**src/rtl/srrc_coef_ctrl.sv**
```systemverilog
// Double-buffered coefficient bank for a 9-tap SRRC filter: the shadow bank is edited
// freely and swapped into the active bank on a sample strobe. Optional: SRRC_COEF_READBACK_EN.
module srrc_coef_ctrl (
  input  logic                clk,
  input  logic                reset,
  input  logic                sam_clk,
  input  logic                wr_valid,
  output logic                wr_ready,
  input  logic [3:0]          wr_addr,
  input  logic signed [17:0]  wr_data,
  input  logic                commit,
  input  logic                revert,
  output logic [161:0]        coef_flat,
  output logic                swap_done,
  output logic                dirty,
  output logic                pend,
`ifdef SRRC_COEF_READBACK_EN
  input  logic [3:0]          rd_addr,
  output logic signed [17:0]  rd_data,
`endif
  output logic                err_addr
);

  typedef enum logic [1:0] {IDLE, LOAD, PEND} state_t;

  state_t state_reg, state_next;

  logic signed [17:0] active [0:8];
  logic signed [17:0] shadow [0:8];

  logic wr_fire, addr_ok, do_commit, do_revert, do_swap, do_write, do_err;

  function automatic logic signed [17:0] dflt(input int k);
    case (k)
      0:       dflt = 18'sd3259;
      1:       dflt = -18'sd3378;
      2:       dflt = -18'sd10461;
      3:       dflt = -18'sd12207;
      4:       dflt = -18'sd3946;
      5:       dflt = 18'sd14611;
      6:       dflt = 18'sd38196;
      7:       dflt = 18'sd57937;
      8:       dflt = 18'sd65624;
      default: dflt = 18'sd0;
    endcase
  endfunction

  // The filter reads the active bank straight from its flops; it only moves on a swap.
  genvar gi;
  generate
    for (gi = 0; gi < 9; gi++) begin : g_flat
      assign coef_flat[18*gi +: 18] = active[gi];
    end
  endgenerate

  always_comb begin
    state_next = state_reg;
    addr_ok    = (wr_addr <= 4'd8);
    wr_fire    = wr_valid && (state_reg != PEND);
    do_commit  = commit && (state_reg != PEND);
    // commit outranks revert when both arrive together
    do_revert  = revert && !commit && (state_reg != PEND);
    do_swap    = sam_clk && (state_reg == PEND);
    do_write   = wr_fire && addr_ok && !do_revert;
    do_err     = wr_fire && !addr_ok && !do_revert;

    case (state_reg)
      IDLE, LOAD: begin
        if (do_commit)
          state_next = PEND;
        else if (do_revert)
          state_next = IDLE;
        else if (do_write)
          state_next = LOAD;
      end
      PEND: begin
        if (do_swap)
          state_next = IDLE;
      end
      default: state_next = IDLE;
    endcase
  end

  always_ff @(posedge clk or posedge reset) begin
    if (reset) begin
      state_reg <= IDLE;
      wr_ready  <= 1'b1;
      dirty     <= 1'b0;
      pend      <= 1'b0;
      swap_done <= 1'b0;
      err_addr  <= 1'b0;
    end else begin
      state_reg <= state_next;
      wr_ready  <= (state_next != PEND);
      dirty     <= (state_next == LOAD);
      pend      <= (state_next == PEND);
      swap_done <= do_swap;
      if (do_swap)
        err_addr <= 1'b0;
      else if (do_err)
        err_addr <= 1'b1;
    end
  end

  always_ff @(posedge clk or posedge reset) begin
    if (reset) begin
      for (int i = 0; i < 9; i++) begin
        active[i] <= dflt(i);
        shadow[i] <= dflt(i);
      end
    end else begin
      if (do_swap) begin
        for (int i = 0; i < 9; i++)
          active[i] <= shadow[i];
      end
      if (do_revert) begin
        for (int i = 0; i < 9; i++)
          shadow[i] <= active[i];
      end else if (do_write) begin
        shadow[wr_addr] <= wr_data;
      end
    end
  end

`ifdef SRRC_COEF_READBACK_EN
  always_ff @(posedge clk or posedge reset) begin
    if (reset)
      rd_data <= 18'sd0;
    else if (rd_addr <= 4'd8)
      rd_data <= active[rd_addr];
    else
      rd_data <= 18'sd0;
  end
`endif

endmodule

```
**config.mk**
```make
export PLATFORM = sky130hd
export DESIGN_NAME = srrc_coef_ctrl
export DESIGN_NICKNAME = d
export VERILOG_FILES = /design/src/rtl/srrc_coef_ctrl.sv
export SDC_FILE = /design/constraint.sdc
export NUM_CORES = 1
export LEC_CHECK = 0
export CORE_MARGIN = 2
export CORE_UTILIZATION = 40
export CTS_BUF_LIST = sky130_fd_sc_hd__clkbuf_2 sky130_fd_sc_hd__clkbuf_4 sky130_fd_sc_hd__clkbuf_8
export DETAILED_ROUTE_END_ITERATION = 7
export SYNTH_ARGS = -nofsm -noshare
export SYNTH_HDL_FRONTEND = slang
export SYNTH_SLANG_ARGS = --single-unit
```
**constraint.sdc**
```tcl
create_clock -name clk -period 9.65 [get_ports clk]
set_clock_uncertainty 0.1 [all_clocks]
set_input_delay 1.4475 -clock clk [delete_from_list [all_inputs] [get_ports clk]]
set_output_delay 1.4475 -clock clk [all_outputs]
set_load 0.005 [all_outputs]
```
==> results.py, run 1 <==
metrics = {
    "layout": {
        "n_fill_cell": 3082,
        "nNetsFinal": 1316,
        "drive_gt1_share_pct": 33.0,
        "syn_to_final_growth_pct": 24.5,
        "fin_util_pct": 50.1,
        "fin_area_um2": 17200,
    },
    "synthesis": {
        "async_reset_ff_share_pct": 100,
        "yosys_warnings": 0,
        "synth.most_common_cell": "dfrtp_1",
        "synth_edf_count": 0,
        "synth-compound-area-share_pct": 13.1,
        "synth_common_cells": "dfrtp_1 (182), mux2_2 (160), nor2_1 (152)",
        "ys_types": 38,
        "ys_seq_area_share_pct": 61.4,
        "synth_top_family_by_area": "multiplexers",
        "synthCells": 1100,
        "synth_nets": 1128,
        "yosys.area.top_type": "dfrtp_1",
        "synth.area.mux_share_pct": 13.4,
        "syn_avg_cell_area_um2": 12.5,
        "synth_top_area_share_pct": 33.0,
        "yosys-top-cells-area": "dfrtp_1 (33%), dfstp_2 (28%), mux2_2 (13%)",
        "ys_seq_elements": 331,
        "synth_xor_area_share_pct": 0,
        "synthSimpleGateAreaFrac_pct": 8.89,
        "syn-cell-area_um2": 13800,
        "synth_fa_ha_area_share_pct": 0,
        "ys.flop_type": "dfrtp_1",
    },
    "routing": {
        "via_per_inst": 5.40,
        "post_drt_wl_per_cell_um": 21.9,
        "drcViolationCount": 0,
        "vias": 9678,
        "firstDrtPassIters": 5,
        "wl_um": 39300,
        "initialDrtViolationCount": 724,
        "ant_nets": 0,
    },
    "sta": {
        "timing.fmax_mhz": 249,
        "finalMaxSlewViolations": 0,
        "hold_viol": 0,
        "period_share_pct": 41.6,
        "finalHoldWorstSlack_ps": 364,
        "slew_headroom_pct": 25.4,
        "final.min_clock_period_ps": 4010,
        "setup_violations": 0,
        "worst_slack_ps": 5640,
        "setup_tns_ps": 0,
        "rsz0062_at_grt": "false",
        "tightest_slew_ps": 1120,
    },
    "floorplan": {
        "dieHeight_um": 190,
        "io_pins": 195,
        "rows": 68,
        "die_x_um": 190,
        "core_area_um2": 34300,
        "dieArea_um2": 36000,
        "start_util_pct": 40.2,
    },
    "power": {
        "p_leak_nw": 7.22,
        "ir_worst_vdd_mv": 0.172,
        "cellPowerDensity_nw_per_um2": 306,
    },
    "placement": {
        "dpl.hpwl_um": 23500,
        "pre_cts_ws_ps": 5070,
        "gp_congestion": 0.753,
        "place_area_um2": 16000,
        "numPortBuffers": 194,
    },
    "clock_network": {
        "cts_made_buffers": 55,
        "cts-hold-fix-buffers": 0,
        "cts_tree": "built",
        "cts.repair.resized": 0,
        "cts.path.max_buffers": 3,
        "htree_levels": 2,
        "clkSinkCount": 331,
        "path_clk_slew_ps": 60,
        "cts_root_buffer": "clkbuf_8",
        "cts_setup_buffers": 0,
        "clkLatencyLatePin_ps": 570,
    },
    "setup_path": {
        "worst_setup_path_start_kind": "primary input",
        "worst_r2r_path_depth": 6,
        "worstSetupPathType": "primary input to flip-flop",
        "r2r_slack_ps": 6200,
        "r2r-start": "state_reg[0]",
        "worstReg2RegEnd": "coef_flat[158]",
        "cp-endpoint": "coef_flat[158]",
        "crit_path_top_delay_cell": "buf_4",
        "crit_fanout": 61,
        "max_stage_delay_ps": 770,
        "cp-end-kind": "flip-flop",
        "crit_arrival_ps": 4350,
        "crit_top_cell": "buf_4",
        "crit_required_ps": 9990,
        "crit_path_cell_trace": "clkdlybuf4s50_1, nand2_2, buf_4, inv_4, buf_4, mux2_2",
        "cp-startpoint": "sam_clk",
    },
    "grt": {
        "grt_max_degree": 175,
        "grt_pass1_vias": 9878,
        "grt_overflow": 0,
        "antenna_found_initial": 4,
        "grt_pass1_wl_um": 60200,
        "grt_util_all_layers_pct": 21.8,
    },
    "status": {
        "outcome": "completed",
    },
    "job": {
        "drv_cap": 0,
    },
    "hold_path": {
        "hp-class": "flip-flop to flip-flop",
    },
}
## routing by layer
metal / track usage (%) / routed length, um / up-vias
met5: 0 / 0 / -
met4: 5.64 / 702 / 0
met3: 4.85 / 2370 / 47
met2: 32.8 / 17700 / 270
met1: 32.1 / 18500 / 5029
li1: - / - / 4332
## where the power goes
part	switching, mW	leakage [nW]	total (mW)	internal (mW)
Clock	0.555	0.635	1.30	0.750
Sequential	0.442	3.84	2.58	2.14
Combinational	0.455	2.74	1.38	0.922
Total	1.45	7.22	5.26	3.81
## cells in the final DEF, fill, tap and decap left out, types with 3 or more instances in the layout
cell type | synthesis | final
buf_4 | 12 | 9
a221o_1 | 96 | 96
clkbuf_8 | 0 | 63
dfstp_2 | 149 | 149
mux2_2 | 160 | 160
diode_2 | 0 | 4
a21o_1 | 12 | 12
a31oi_4 | 3 | 3
mux2_1 | 4 | 4
nor2b_1 | 4 | 4
clkinv_2 | 0 | 3
a31oi_1 | 4 | 4
nand2_1 | 113 | 112
a21oi_1 | 101 | 101
nand2b_1 | 5 | 4
a21oi_4 | 3 | 3
clkdlybuf4s50_1 | 0 | 194
clkbuf_4 | 0 | 34
nor2_1 | 152 | 152
dfrtp_1 | 182 | 182
o2bb2ai_1 | 12 | 12
## critical path, delay by kind of cell
kind          cells  cell delay [ps]
buf+inv           4             2300
mux               1              410
simple gates      1               60
## stage by stage
step / instances / power [mW]
after floorplan: 1100 / 3.10
after global placement: 1686 / 3.94
after detailed placement: 1686 / 3.98
after CTS: 1787 / 5.31
after global routing: 1788 / 5.55
final: 1791 / 5.26
## kinds of logic after synthesis
group | Yosys count
compound gates | 233
buf+inv | 78
flops | 331
mux | 164
simple gates | 294
## cell type report
type	count	area [um^2]	area share (%)
Timing Repair Buffer	205	2050	11.9
Antenna cell	4	10.0	0.0583
Clock inverter	4	45.0	0.262
Inverter	4	21.3	0.124
Sequential cell	331	8470	49.3
Multi-Input combinational cell	691	4890	28.5
Tap cell	455	569	3.31
Clock buffer	97	1120	6.54
## worst min path at each step
stage               start    endpoint  depth (start not counted)
6_report        shadow[6]   shadow[6]                          2
5_1_grt        shadow[88]  shadow[88]                          2
4_1_cts         shadow[6]   shadow[6]                          2
2_1_floorplan  shadow[37]  shadow[37]                          1
3_5_place_dp   shadow[76]  shadow[76]                          2
3_3_place_gp   shadow[79]  shadow[79]                          2
Power figures use the tool's default switching activity.
==> inputs of run 2 (changes only) <==
==> constraint.sdc (replaced) <==
create_clock -name clk -period 3.8 [get_ports clk]
set_clock_uncertainty 0.1 [all_clocks]
set_input_delay 0.57 -clock clk [delete_from_list [all_inputs] [get_ports clk]]
set_output_delay 0.57 -clock clk [all_outputs]
set_load 0.005 [all_outputs]
==> results.py, run 2 (synthesis gave the netlist of run 1 again) <==
metrics = {
    "setup_path": {
        "critPathTopFamily": "buffers and inverters",
        "max_stage_delay_ps": 570,
        "cp-end-kind": "primary output",
        "worstSetupPathType": "flip-flop to primary output",
        "crit_required_ps": 3130,
        "crit_path_top_delay_cell": "clkdlybuf4s50_1",
        "crit_arrival_ps": 1680,
        "crit_path_cell_trace": "clkdlybuf4s50_1",
        "crit_buf_inv": 1,
        "worst_setup_path_start_kind": "flip-flop",
        "crit_fanout": 3,
    },
    "grt": {
        "grt_pass1_wl_um": 59800,
        "grt_pass1_vias": 9800,
        "antenna_found_initial": 6,
        "grt_overflow": 0,
        "grt_max_degree": 80,
        "grt_util_all_layers_pct": 21.8,
    },
    "layout": {
        "final_cell_mix": "clkdlybuf4s50_1 (194), dfrtp_1 (182), mux2_2 (160), nor2_1 (152), dfstp_2 (149)",
        "n_fill_cell": 3048,
        "nNetsFinal": 1334,
        "fin_util_pct": 50.8,
        "final_cells": 1809,
        "drive_gt1_share_pct": 34.0,
        "final_common_cell": "clkdlybuf4s50_1",
        "syn_to_final_growth_pct": 26.4,
    },
    "clock_network": {
        "cts_root_buffer": "clkbuf_8",
        "path_clk_slew_ps": 60,
        "cts_tree": "built",
        "cts.path.max_buffers": 3,
        "clkLatencyLatePin_ps": 570,
        "clkSinkCount": 331,
        "htree_levels": 2,
        "cts_made_buffers": 56,
        "cts.repair.resized": 0,
        "cts-hold-fix-buffers": 0,
        "cts_setup_buffers": 0,
    },
    "floorplan": {
        "die_x_um": 190,
        "io_pins": 195,
        "core_area_um2": 34300,
        "rows": 68,
        "start_util_pct": 40.2,
        "dieArea_um2": 36000,
        "dieHeight_um": 190,
    },
    "power": {
        "power_frac_seq_pct": 48.2,
        "p_clk_share_pct": 25.5,
        "netSwitchingFraction_pct": 27.3,
        "p_switching_mw": 3.70,
        "cellPowerDensity_nw_per_um2": 775,
        "p_leak_nw": 7.35,
        "ir_worst_vdd_mv": 0.358,
        "combPwrFrac_pct": 26.3,
        "intPower_mw": 9.82,
    },
    "routing": {
        "drcViolationCount": 0,
        "initialDrtViolationCount": 695,
        "wl_um": 39300,
        "vias": 9825,
        "via_per_inst": 5.43,
        "post_drt_wl_per_cell_um": 21.7,
        "ant_nets": 0,
        "firstDrtPassIters": 5,
    },
    "placement": {
        "dp.cells": 1703,
        "dpl.hpwl_um": 24200,
        "pre_cts_ws_ps": 875,
        "gp_congestion": 0.751,
        "numPortBuffers": 194,
    },
    "sta": {
        "worst_slack_ps": 1450,
        "tightest_slew_ps": 910,
        "rsz0062_at_grt": "false",
        "setup_tns_ps": 0,
        "hold_viol": 0,
        "slew_headroom_pct": 39.4,
        "finalMaxSlewViolations": 0,
        "period_share_pct": 61.8,
        "setup_violations": 0,
        "timing.fmax_mhz": 426,
        "finalHoldWorstSlack_ps": 365,
        "final.min_clock_period_ps": 2350,
    },
    "status": {
        "outcome": "completed",
    },
    "job": {
        "drv_cap": 0,
    },
    "hold_path": {
        "hp-class": "flip-flop to flip-flop",
    },
}
run 2: cell types whose count changed in the layout (fill, tap and decap cells not counted), sizes merged:
cell	change
buf	+17
clkinv	+2
diode	-1
run 2: final cells by class:
cell class	count	area [um^2]	area share [%]
antenna	3	7.51	0.0431
clock buffer	97	1200	6.87
clock inverter	6	55.1	0.316
inverter	4	21.3	0.122
multi-input combinational	691	4890	28.0
sequential	331	8470	48.6
tap	455	569	3.27
timing repair buffer	222	2230	12.8
run 2: worst paths after layout:
path	startpoint	end	slack, ps	cells after the start
max	coef_flat[35]	coef_flat[35]	1450	1
min	shadow[73]	shadow[73]	360	2
max reg2reg	state_reg[0]	coef_flat[62]	1510	5
min reg2reg	shadow[73]	shadow[73]	360	2
max in group asynchronous	reset	coef_flat[24]	2240	3
min in group asynchronous	reset	coef_flat[109]	390	2
run 2: through the flow:
stage,cell area [um^2],power (mW)
finish,17400,13.5
global route,17400,14.3
CTS,17400,13.6
detailed placement,16200,10.1
global placement,16200,10.0
floorplan,13800,7.87
run 2: metal layers:
layer,vias up,GRT usage [%],share of wire (%)
li1,4364,-,-
met1,5063,31.0,46
met2,333,33.0,45
met3,59,5.70,7.1
met4,6,5.84,2.1
met5,-,0,0.097
run 2: power by group through the flow:
stage	combinational, mW	clock, mW	sequential, mW
finish	3.55	3.45	6.52
global route	3.86	3.69	6.71
CTS	3.61	3.52	6.52
detailed placement	3.60	0	6.54
global placement	3.50	0	6.51
floorplan	1.61	0	6.26
